==> src/rtl/scr1_ahb_slv_mem.sv <==
// AHB-Lite responder in front of a single-port synchronous SRAM with 1-cycle read latency.
// Inserts optional data-phase wait states; illegal transfers get the two-cycle ERROR response.
module scr1_ahb_slv_mem #(
  parameter int unsigned ADDR_WIDTH  = 16,
  parameter logic [31:0] BASE_ADDR   = 32'h0,
  parameter int unsigned WAIT_STATES = 0
) (
  input  logic                  clk,
  input  logic                  rst_n,
  input  logic                  hsel,
  input  logic [1:0]            htrans,
  input  logic [2:0]            hsize,
  input  logic [31:0]           haddr,
  input  logic                  hwrite,
  input  logic [31:0]           hwdata,
  input  logic                  hready,
  output logic                  hreadyout,
  output logic                  hresp,
  output logic [31:0]           hrdata,
  output logic                  mem_req,
  output logic                  mem_we,
  output logic [ADDR_WIDTH-3:0] mem_addr,
  output logic [3:0]            mem_be,
  output logic [31:0]           mem_wdata,
  input  logic [31:0]           mem_rdata
);

  typedef enum logic [2:0] {ST_IDLE, ST_WAIT, ST_ACC, ST_RRESP, ST_ERR1, ST_ERR2} state_e;

  localparam logic [3:0] WS = 4'(WAIT_STATES);

  state_e                state_q, state_d;
  logic [3:0]            cnt_q, cnt_d;
  logic                  hreadyout_q, hresp_q, mem_req_q, mem_we_q;
  logic [ADDR_WIDTH-1:0] addr_q;
  logic [1:0]            size_q;
  logic                  write_q, write_d;
  logic                  in_win, legal, can_accept, accept;
  logic                  unused_htrans;

  function automatic logic [3:0] lane_be(input logic [1:0] sz, input logic [1:0] a);
    case (sz)
      2'd0:    lane_be = 4'b0001 << a;
      2'd1:    lane_be = a[1] ? 4'b1100 : 4'b0011;
      default: lane_be = 4'b1111;
    endcase
  endfunction

  assign unused_htrans = htrans[0];

  assign in_win = (haddr[31:ADDR_WIDTH] == BASE_ADDR[31:ADDR_WIDTH]);
  assign legal  = in_win && (hsize <= 3'd2)
               && !((hsize == 3'd1) && haddr[0])
               && !((hsize == 3'd2) && (haddr[1:0] != 2'b00));

  // A new address phase is only taken in cycles where this slave drives hreadyout high
  assign can_accept = (state_q == ST_IDLE) || (state_q == ST_RRESP) || (state_q == ST_ERR2)
                   || ((state_q == ST_ACC) && write_q);
  assign accept     = hsel && hready && htrans[1] && can_accept;
  assign write_d    = (accept && legal) ? hwrite : write_q;

  always_comb begin
    state_d = state_q;
    cnt_d   = cnt_q;
    case (state_q)
      ST_WAIT: begin
        cnt_d = cnt_q - 4'd1;
        if (cnt_q == 4'd1) state_d = ST_ACC;
      end
      ST_ACC:  state_d = write_q ? ST_IDLE : ST_RRESP;
      ST_ERR1: state_d = ST_ERR2;
      default: state_d = ST_IDLE;
    endcase
    if (accept) begin
      if (!legal) begin
        state_d = ST_ERR1;
      end else begin
        cnt_d   = WS;
        state_d = (WS != 4'd0) ? ST_WAIT : ST_ACC;
      end
    end
  end

  // Bus and memory strobes are registered from the next state so they are clean at the edge
  always_ff @(posedge clk or negedge rst_n) begin
    if (!rst_n) begin
      state_q     <= ST_IDLE;
      cnt_q       <= 4'd0;
      hreadyout_q <= 1'b1;
      hresp_q     <= 1'b0;
      mem_req_q   <= 1'b0;
      mem_we_q    <= 1'b0;
    end else begin
      state_q     <= state_d;
      cnt_q       <= cnt_d;
      hreadyout_q <= !((state_d == ST_WAIT) || (state_d == ST_ERR1)
                       || ((state_d == ST_ACC) && !write_d));
      hresp_q     <= (state_d == ST_ERR1) || (state_d == ST_ERR2);
      mem_req_q   <= (state_d == ST_ACC);
      mem_we_q    <= (state_d == ST_ACC) && write_d;
    end
  end

  always_ff @(posedge clk) begin
    if (accept && legal) begin
      addr_q  <= haddr[ADDR_WIDTH-1:0];
      size_q  <= hsize[1:0];
      write_q <= hwrite;
    end
  end

  assign hreadyout = hreadyout_q;
  assign hresp     = hresp_q;
  assign mem_req   = mem_req_q;
  assign mem_we    = mem_we_q;
  assign mem_addr  = addr_q[ADDR_WIDTH-1:2];
  assign mem_be    = lane_be(size_q, addr_q[1:0]);
  assign mem_wdata = hwdata;
  assign hrdata    = (state_q == ST_RRESP) ? mem_rdata : 32'h0;

endmodule
==> config.mk <==
export PLATFORM = sky130hd
export DESIGN_NAME = scr1_ahb_slv_mem
export DESIGN_NICKNAME = d
export VERILOG_FILES = /design/src/rtl/scr1_ahb_slv_mem.sv
export SDC_FILE = /design/constraint.sdc
export NUM_CORES = 1
export LEC_CHECK = 0
export BUFFER_PORTS_ARGS = -buffer_cell sky130_fd_sc_hd__buf_4
export CAP_MARGIN = 5
export CORE_MARGIN = 2
export CORE_UTILIZATION = 35
export DETAILED_ROUTE_END_ITERATION = 12
export GPL_TIMING_DRIVEN = 1
export PLACE_DENSITY = 0.84
export REMOVE_ABC_BUFFERS = 1
export SETUP_SLACK_MARGIN = 0.5
export SLEW_MARGIN = 20
export SYNTH_ARGS = -nofsm -noshare
export SYNTH_HDL_FRONTEND = slang
export SYNTH_SLANG_ARGS = --single-unit
==> constraint.sdc <==
create_clock -name clk -period 2.7 [get_ports clk]
set_input_delay 0.405 -clock clk [delete_from_list [all_inputs] [get_ports clk]]
set_output_delay 0.405 -clock clk [all_outputs]
set_load 0.005 [all_outputs]
==> results of run 1 <==
[cell type report]
class	count	share of cell area
repair buffers	130	0.375
flip-flops and latches	30	0.321
multi-input cells	88	0.231
well taps	70	0.0336
clock buffers	5	0.0264
inverters	5	0.00719
clock inverters	3	0.00623
[stage by stage]
| step | total power [mW] | hold WS (ns) | worst slack (ns) |
|---|---|---|---|
| floorplan | 0.835 | 0.109 | 0.647 |
| global placement | 1.00 | 0.247 | 0.734 |
| detailed placement | 1.02 | 0.253 | 0.734 |
| CTS | 1.37 | 0.289 | 0.564 |
| global route | 1.44 | 0.289 | 0.535 |
| finish | 1.35 | 0.299 | 0.662 |
[per-layer routing]
layer | vias up | track usage
met3 | 8 | 0.154
met2 | 145 | 0.275
met1 | 658 | 0.155
met4 | 2 | 0.0673
met5 | - | 0.0818
li1 | 707 | -
[final timing paths]
kind	from	end	cells after the start
worst max register to register	state_q[0]$_DFF_PN0_	write_q$_DFF_P_	5
min in group asynchronous	rst_n	cnt_q[0]$_DFF_PN0_	2
worst min-delay path	haddr[7]	addr_q[7]$_DFFE_PP_	1
worst max-delay path	state_q[2]$_DFF_PN0_	hrdata[2]	5
max in group asynchronous	rst_n	hreadyout$_DFF_PN1_	2
worst min register to register	cnt_q[3]$_DFF_PN0_	cnt_q[3]$_DFF_PN0_	2
[cells in the final DEF (no fill, tap or decap), types with 2 or more instances in the layout]
cell type,Yosys,layout
buf_4,46,129
o21bai_1,4,4
o22ai_1,2,2
nor2_1,10,10
and3_1,2,2
o21ba_2,2,2
inv_1,5,5
xor2_1,2,2
clkbuf_8,0,5
or2b_1,2,2
and2_1,32,32
nor3b_1,2,2
edfxtp_1,18,18
dfrtp_1,10,9
nor4_1,3,3
ha_1,2,2
o21ai_0,3,3
[timing repair]
item	in CTS	in global routing
buffers inserted	0	0
hold buffers	1	0
setup endpoints to repair	0	27
endpoints found under the hold margin	10	0
resized for setup	0	1
[worst register-to-register path: cells and delay by family (launching register included)]
kind	cells	cell delay (ns)
DFF	1	0.47
and+or+nand+nor	2	0.47
muxes	1	0.32
buffers and inverters	1	0.27
AOI/OAI and AO/OA	1	0.19
[kinds of logic (layout without fill, tap and decap cells)]
logic type | count (synthesis) | in the layout | share of synthesized area
AND/OR/NAND/NOR | 63 | 63 | 0.210
XOR/XNOR | 3 | 3 | 0.0143
buffers and inverters | 56 | 143 | 0.217
adder cells (fa/ha/maj) | 2 | 2 | 0.0136
flip-flops | 30 | 30 | 0.456
multiplexers | 1 | 1 | 0.00817
AO/OA/AOI/OAI | 19 | 19 | 0.0817
[power groups by stage]
stage	combinational (mW)	sequential (mW)	clock (mW)
2_1_floorplan	0.220	0.615	0
3_3_place_gp	0.375	0.625	0
3_5_place_dp	0.390	0.629	0
4_1_cts	0.395	0.624	0.351
5_1_grt	0.442	0.633	0.365
6_report	0.388	0.624	0.338
[registers in the layout (all words and copies together) (netlist names)]
register	count
cnt_q	4
size_q	2
write_q	1
mem_req	1
state_q	3
hresp	1
addr_q	16
hreadyout	1
mem_we	1
==> impl_metrics.py, run 1 <==
metrics = {
    "logic_synthesis": {
        "netlist.top_cell.by_area": "edfxtp_1",
        "post_synthesis_instance_area_um2": 1840,
        "yosys.area.top_type_share": 0.294,
        "synth_enable_flop_cells": 18,
        "synth_most_common_cell": "buf_4",
        "synth_cell_type_count": 42,
        "synth.yosys.warnings": 0,
        "yosys-top-cells-count": "buf_4 (46), and2_1 (32), edfxtp_1 (18)",
        "postSynth.asyncResetShare": 0.367,
        "syn-instance-count": 174,
        "postSynth.topFlopCell": "edfxtp_1",
        "synth-seq-area-share": 0.456,
        "synth-seq-cells": 30,
        "cells_taking_the_most_area_after_synthesis": "edfxtp_1 (29%), buf_4 (19%), dfrtp_1 (14%)",
        "post_synth.cell_area_avg_um2": 10.6,
    },
    "power": {
        "power.share.clock": 0.250,
        "p_leak_nw": 1.27,
        "power_report.internal_total_mw": 0.966,
        "worst_ir_drop_vdd_mv": 0.270,
        "p_sw_mw": 0.384,
        "power.density_cell_area_nw_per_um2": 517,
        "power.share.sequential": 0.462,
        "netSwitchingFraction": 0.284,
        "power.share.combinational": 0.287,
    },
    "placement": {
        "placement.cell_area_um2": 2510,
        "post-place-cells": 322,
        "gp_congestion": 0.758,
        "io_buffers": 126,
        "hpwlAfterDp_um": 4260,
    },
    "detailed_routing": {
        "wl_met3_um": 1050,
        "m1WireLength_um": 1640,
        "drc": 0,
        "drtPass1Iterations": 3,
        "met2_wirelength_um": 2330,
        "detail_route.iter0.violations": 51,
        "vias_per_cell": 4.59,
        "route.antenna.remaining_nets": 0,
        "vias": 1520,
        "top_metal_used": "met5",
        "wire_per_inst_um": 15.5,
        "post_detailed_routing_wire_length_um": 5140,
    },
    "clock_network": {
        "clk_transition_reported_paths_ns": 0.06,
        "numCtsBuffers": 5,
        "maximum_level_of_the_cts_h_tree": 2,
        "clock_tree.buffer_depth": 2,
        "worstSkewPairLatency_ns": 0.28,
        "tritoncts": "built",
        "cts_num_sinks": 30,
        "cts-root-buf": "clkbuf_8",
    },
    "floorplan": {
        "placeable_core_region_um2": 5070,
        "rows": 26,
        "chipWidth_um": 76.4,
        "ioPinCount": 192,
        "start_util": 0.362,
        "die-area_um2": 5840,
        "die_height_um": 76.4,
    },
    "setup_path": {
        "worst_path_max_delay_cell": "dfrtp_1",
        "critical-path-top-cell-by-count": "buf_4",
        "critical_path.max_fanout": 32,
        "cp.required_ns": 2.30,
        "ff2ff_setup_slack_ns": 0.86,
        "critPathTopFamily": "simple AND/OR/NAND/NOR gates",
        "worst_setup_path_end_kind": "output port",
        "setup.worst_path.start_class": "register",
        "setup.worst_path.class": "reg -> out",
        "worstPathBufferInverterCount": 2,
        "max_stage_delay_ns": 0.45,
        "crit_chain": "or2b_1 -> nor2_1 -> buf_4 -> and2_1 -> buf_4",
        "critical_path_arrival_ns": 1.63,
    },
    "timing": {
        "setup_tns_ns": 0,
        "fmax_ghz": 0.491,
        "rsz0062_at_grt": "false",
        "timing_worst_slew_pin_value_ns": 0.585,
        "setup_viol": 0,
        "finalHoldViolCount": 0,
        "worst_slew_margin_rel": 0.609,
        "final_clock_skew_ns": 0.00319,
        "final_period_minus_worst_setup_slack_ns": 2.04,
        "slew_violations": 0,
        "min_period_over_period": 0.755,
    },
    "global_route": {
        "grt_pass1_vias": 1549,
        "antenna_found_initial": 0,
        "grt_resource_usage_total": 0.175,
        "grt_pass1_wl_um": 7690,
        "globalRoute.totalOverflow": 0,
        "grt_max_degree": 33,
    },
    "cells_and_area": {
        "final_net_count": 368,
        "post_route_cells_drive_above_1_share": 0.563,
        "diodes": 0,
        "seqCellArea_um2": 838,
        "multi_input_area_um2": 602,
        "utilization_of_the_core_after_routing": 0.514,
        "post_layout_nonfiller_instances": 331,
        "final_area_um2": 2610,
        "count_of_filler_cells_inserted_in_the_layout": 458,
        "layout-area-overhead-vs-synth_pct": 42.1,
    },
    "worst_hold_path": {
        "worst_hold_path_type": "in -> reg",
    },
    "run": {
        "max_cap_viol_count": 0,
    },
    "run_status": {
        "outcome": "completed",
    },
}
Note: power is estimated with default switching activity, not from simulation.
==> run 2: changes to the inputs <==
--- a/config.mk
+++ b/config.mk
@@ -5,6 +5,7 @@
 export SDC_FILE = /design/constraint.sdc
 export NUM_CORES = 1
 export LEC_CHECK = 0
+export ABC_AREA = 1
 export BUFFER_PORTS_ARGS = -buffer_cell sky130_fd_sc_hd__buf_4
 export CAP_MARGIN = 5
 export CORE_MARGIN = 2
==> constraint.sdc (replaced) <==
create_clock -name clk -period 2.08 [get_ports clk]
set_input_delay 0.312 -clock clk [delete_from_list [all_inputs] [get_ports clk]]
set_output_delay 0.312 -clock clk [all_outputs]
set_load 0.005 [all_outputs]
==> impl_metrics.py, run 2 <==
metrics = {
    "run_status": {
        "outcome": "completed",
    },
    "timing": {
        "finalHoldViolCount": 0,
        "worst_slew_margin_rel": 0.822,
        "rsz0062_at_grt": "true",
        "fmax_ghz": 0.618,
        "final_clock_skew_ns": 0.00784,
        "slew_violations": 0,
        "final_period_minus_worst_setup_slack_ns": 1.62,
        "timing_worst_slew_pin_value_ns": 0.267,
        "setup_viol": 0,
        "min_period_over_period": 0.778,
        "setup_tns_ns": 0,
    },
    "detailed_routing": {
        "route.antenna.remaining_nets": 0,
        "drtPass1Iterations": 4,
        "vias_per_cell": 4.44,
        "wire_per_inst_um": 17.6,
        "post_detailed_routing_wire_length_um": 6880,
        "drc": 0,
        "vias": 1740,
        "detail_route.iter0.violations": 39,
    },
    "power": {
        "p_sw_mw": 0.558,
        "power.density_cell_area_nw_per_um2": 634,
        "netSwitchingFraction": 0.303,
        "p_leak_nw": 1.53,
        "power.share.combinational": 0.312,
        "worst_ir_drop_vdd_mv": 0.580,
        "power.share.clock": 0.258,
        "power_report.internal_total_mw": 1.29,
        "power.share.sequential": 0.430,
    },
    "floorplan": {
        "die_height_um": 76.4,
        "ioPinCount": 192,
        "die-area_um2": 5840,
        "start_util": 0.361,
        "placeable_core_region_um2": 5070,
        "chipWidth_um": 76.4,
        "rows": 26,
    },
    "global_route": {
        "use_met1": 0.171,
        "grt_resource_usage_total": 0.216,
        "globalRouteMet3Util": 0.167,
        "antenna_found_initial": 0,
        "grt.busiest_layer": "met2",
        "gr-usage-met2": 0.384,
        "globalRoute.totalOverflow": 0,
        "grt_max_degree": 33,
        "grt_pass1_vias": 1718,
        "grt_pass1_wl_um": 9270,
    },
    "setup_path": {
        "worst_path_max_delay_cell": "dfrtp_1",
        "critical_path_arrival_ns": 1.31,
        "cp.required_ns": 1.77,
        "setup.worst_path.class": "reg -> out",
        "worst_setup_path_end_kind": "output port",
        "crit_chain": "nand3_4 -> clkbuf_16 -> nor2_2 -> buf_4",
        "critical_path.max_fanout": 8,
        "setup.worst_path.start_class": "register",
        "max_stage_delay_ns": 0.44,
    },
    "cells_and_area": {
        "diodes": 0,
        "layout-area-overhead-vs-synth_pct": 58.7,
        "layout_common_cells": "buf_4 (130), inv_1 (40), nor2_1 (28)",
        "post_route_cells_drive_above_1_share": 0.584,
        "registers.top_by_ff_count": "addr_q",
        "count_of_filler_cells_inserted_in_the_layout": 447,
        "layout.cells.most_common": "buf_4",
        "largest_register_ff_count": 16,
        "final_net_count": 429,
        "reg_top3": "addr_q: 16 flops, cnt_q: 4 flops, state_q: 3 flops",
        "post_layout_nonfiller_instances": 392,
    },
    "logic_synthesis": {
        "cells_taking_the_most_area_after_synthesis": "edfxtp_1 (29%), buf_4 (19%), dfrtp_1 (14%)",
        "yosys-top-cells-count": "nor2_1 (49), buf_4 (46), inv_1 (41)",
        "synth_enable_flop_cells": 18,
        "post_synth.cell_area_avg_um2": 8.26,
        "postSynth.asyncResetShare": 0.367,
        "synth.yosys.warnings": 0,
        "yosys-mux-area-fraction": 0,
        "synth-seq-area-share": 0.456,
        "postSynth.topFlopCell": "edfxtp_1",
        "xor_xnor_fraction_of_synth_area": 0.00955,
        "synth_fa_ha_area_frac": 0.0136,
        "synth-seq-cells": 30,
        "syn-instance-count": 222,
        "post_synthesis_instance_area_um2": 1830,
        "yosys.area.top_type_share": 0.295,
        "main_combinational_cell_family_by_area_after_synthesis": "buffers and inverters",
        "netlist.top_cell.by_area": "edfxtp_1",
        "synth_cell_type_count": 26,
        "synth_most_common_cell": "nor2_1",
        "share_of_the_synthesized_area_in_compound_gates_ao_oa_aoi_oai": 0.0348,
        "synthSimpleGateAreaFrac": 0.203,
    },
    "clock_network": {
        "maximum_level_of_the_cts_h_tree": 2,
        "cts-root-buf": "clkbuf_8",
        "tritoncts": "built",
        "clk_transition_reported_paths_ns": 0.07,
        "clock_tree.buffer_depth": 2,
        "worstSkewPairLatency_ns": 0.28,
        "cts_num_sinks": 30,
        "numCtsBuffers": 5,
    },
    "placement": {
        "post-place-cells": 371,
        "io_buffers": 126,
        "hpwlAfterDp_um": 5380,
        "gp_congestion": 0.817,
    },
    "run": {
        "max_cap_viol_count": 0,
    },
    "worst_hold_path": {
        "worst_hold_path_type": "in -> reg",
    },
}
==> run 2: cell types whose count changed after synthesis, sizes merged, moves of 3 or more <==
cell	change
o21bai	-4
inv	+38
and2	-32
nor2	+42
nand3	+6
nand2	+19
nor4	-3
o21ai	+5
==> run 2: per-layer routing <==
layer,part of all wire,vias to the layer above
met5,0.0089,-
met4,0.029,2
met3,0.15,14
met2,0.51,137
met1,0.30,769
li1,-,818
==> run 2: final cells by class <==
| class | count | area, um^2 | area share |
|---|---|---|---|
| timing repair buffer | 141 | 1170 | 0.402 |
| sequential | 30 | 838 | 0.288 |
| multi-input combinational | 100 | 557 | 0.191 |
| inverter | 43 | 166 | 0.0572 |
| tap | 70 | 87.6 | 0.0301 |
| clock buffer | 7 | 86.3 | 0.0297 |
| clock inverter | 1 | 5.00 | 0.00172 |
==> run 2: cells by family after synthesis <==
| family | Yosys count |
|---|---|
| AO/OA/AOI/OAI | 12 |
| buffers and inverters | 92 |
| flip-flops | 30 |
| XOR/XNOR | 2 |
| AND/OR/NAND/NOR | 84 |
| adder cells (fa/ha/maj) | 2 |
==> run 2: worst paths after layout <==
kind                                            from                    to  slack, ns  cells past startpoint
worst max-delay path            state_q[1]$_DFF_PN0_            hrdata[14]       0.46                      4
worst min-delay path                       haddr[12]  addr_q[12]$_DFFE_PP_       0.21                      1
worst max register to register  state_q[1]$_DFF_PN0_   addr_q[7]$_DFFE_PP_       0.52                      8
worst min register to register       write_q$_DFF_P_       write_q$_DFF_P_       0.50                      2
max in group asynchronous                      rst_n   hreadyout$_DFF_PN1_       1.46                      2
min in group asynchronous                      rst_n    cnt_q[2]$_DFF_PN0_       0.39                      2
==> run 2: worst max-delay path: cells and delay by family (launching register included) <==
kind / cells / cell delay (ns)
buffers and inverters: 2 / 0.33
and+or+nand+nor: 2 / 0.26
DFF: 1 / 0.44
==> run 2: repair_timing <==
item / 4_1_cts / 5_1_grt
setup endpoints to repair: 46 / 46
gates resized for setup: 4 / 31
buffers inserted: 2 / 4
endpoints found under the hold margin: 10 / 0
pin swaps: 0 / 4
cloned: 0 / 6
hold buffers: 1 / 0
==> run 2: per-stage QoR <==
| step | hold WS [ns] | power [mW] | utilization | area [um^2] | setup slack (ns) |
|---|---|---|---|---|---|
| final | 0.212 | 1.85 | 0.574 | 2910 | 0.462 |
| after global routing | 0.199 | 1.96 | 0.574 | 2910 | 0.403 |
| after CTS | 0.203 | 1.79 | 0.525 | 2670 | 0.484 |
| after detailed placement | 0.157 | 1.29 | 0.500 | 2540 | 0.325 |
| after global placement | 0.155 | 1.26 | 0.500 | 2540 | 0.370 |
| after floorplan | 0.0164 | 1.06 | - | 1480 | 0.398 |
==> run 2: power groups by stage <==
stage | combinational (mW) | sequential [mW] | clock (mW)
after floorplan | 0.270 | 0.786 | 0
after global placement | 0.467 | 0.793 | 0
after detailed placement | 0.489 | 0.797 | 0
after CTS | 0.524 | 0.782 | 0.485
after global routing | 0.643 | 0.802 | 0.517
final | 0.576 | 0.793 | 0.476
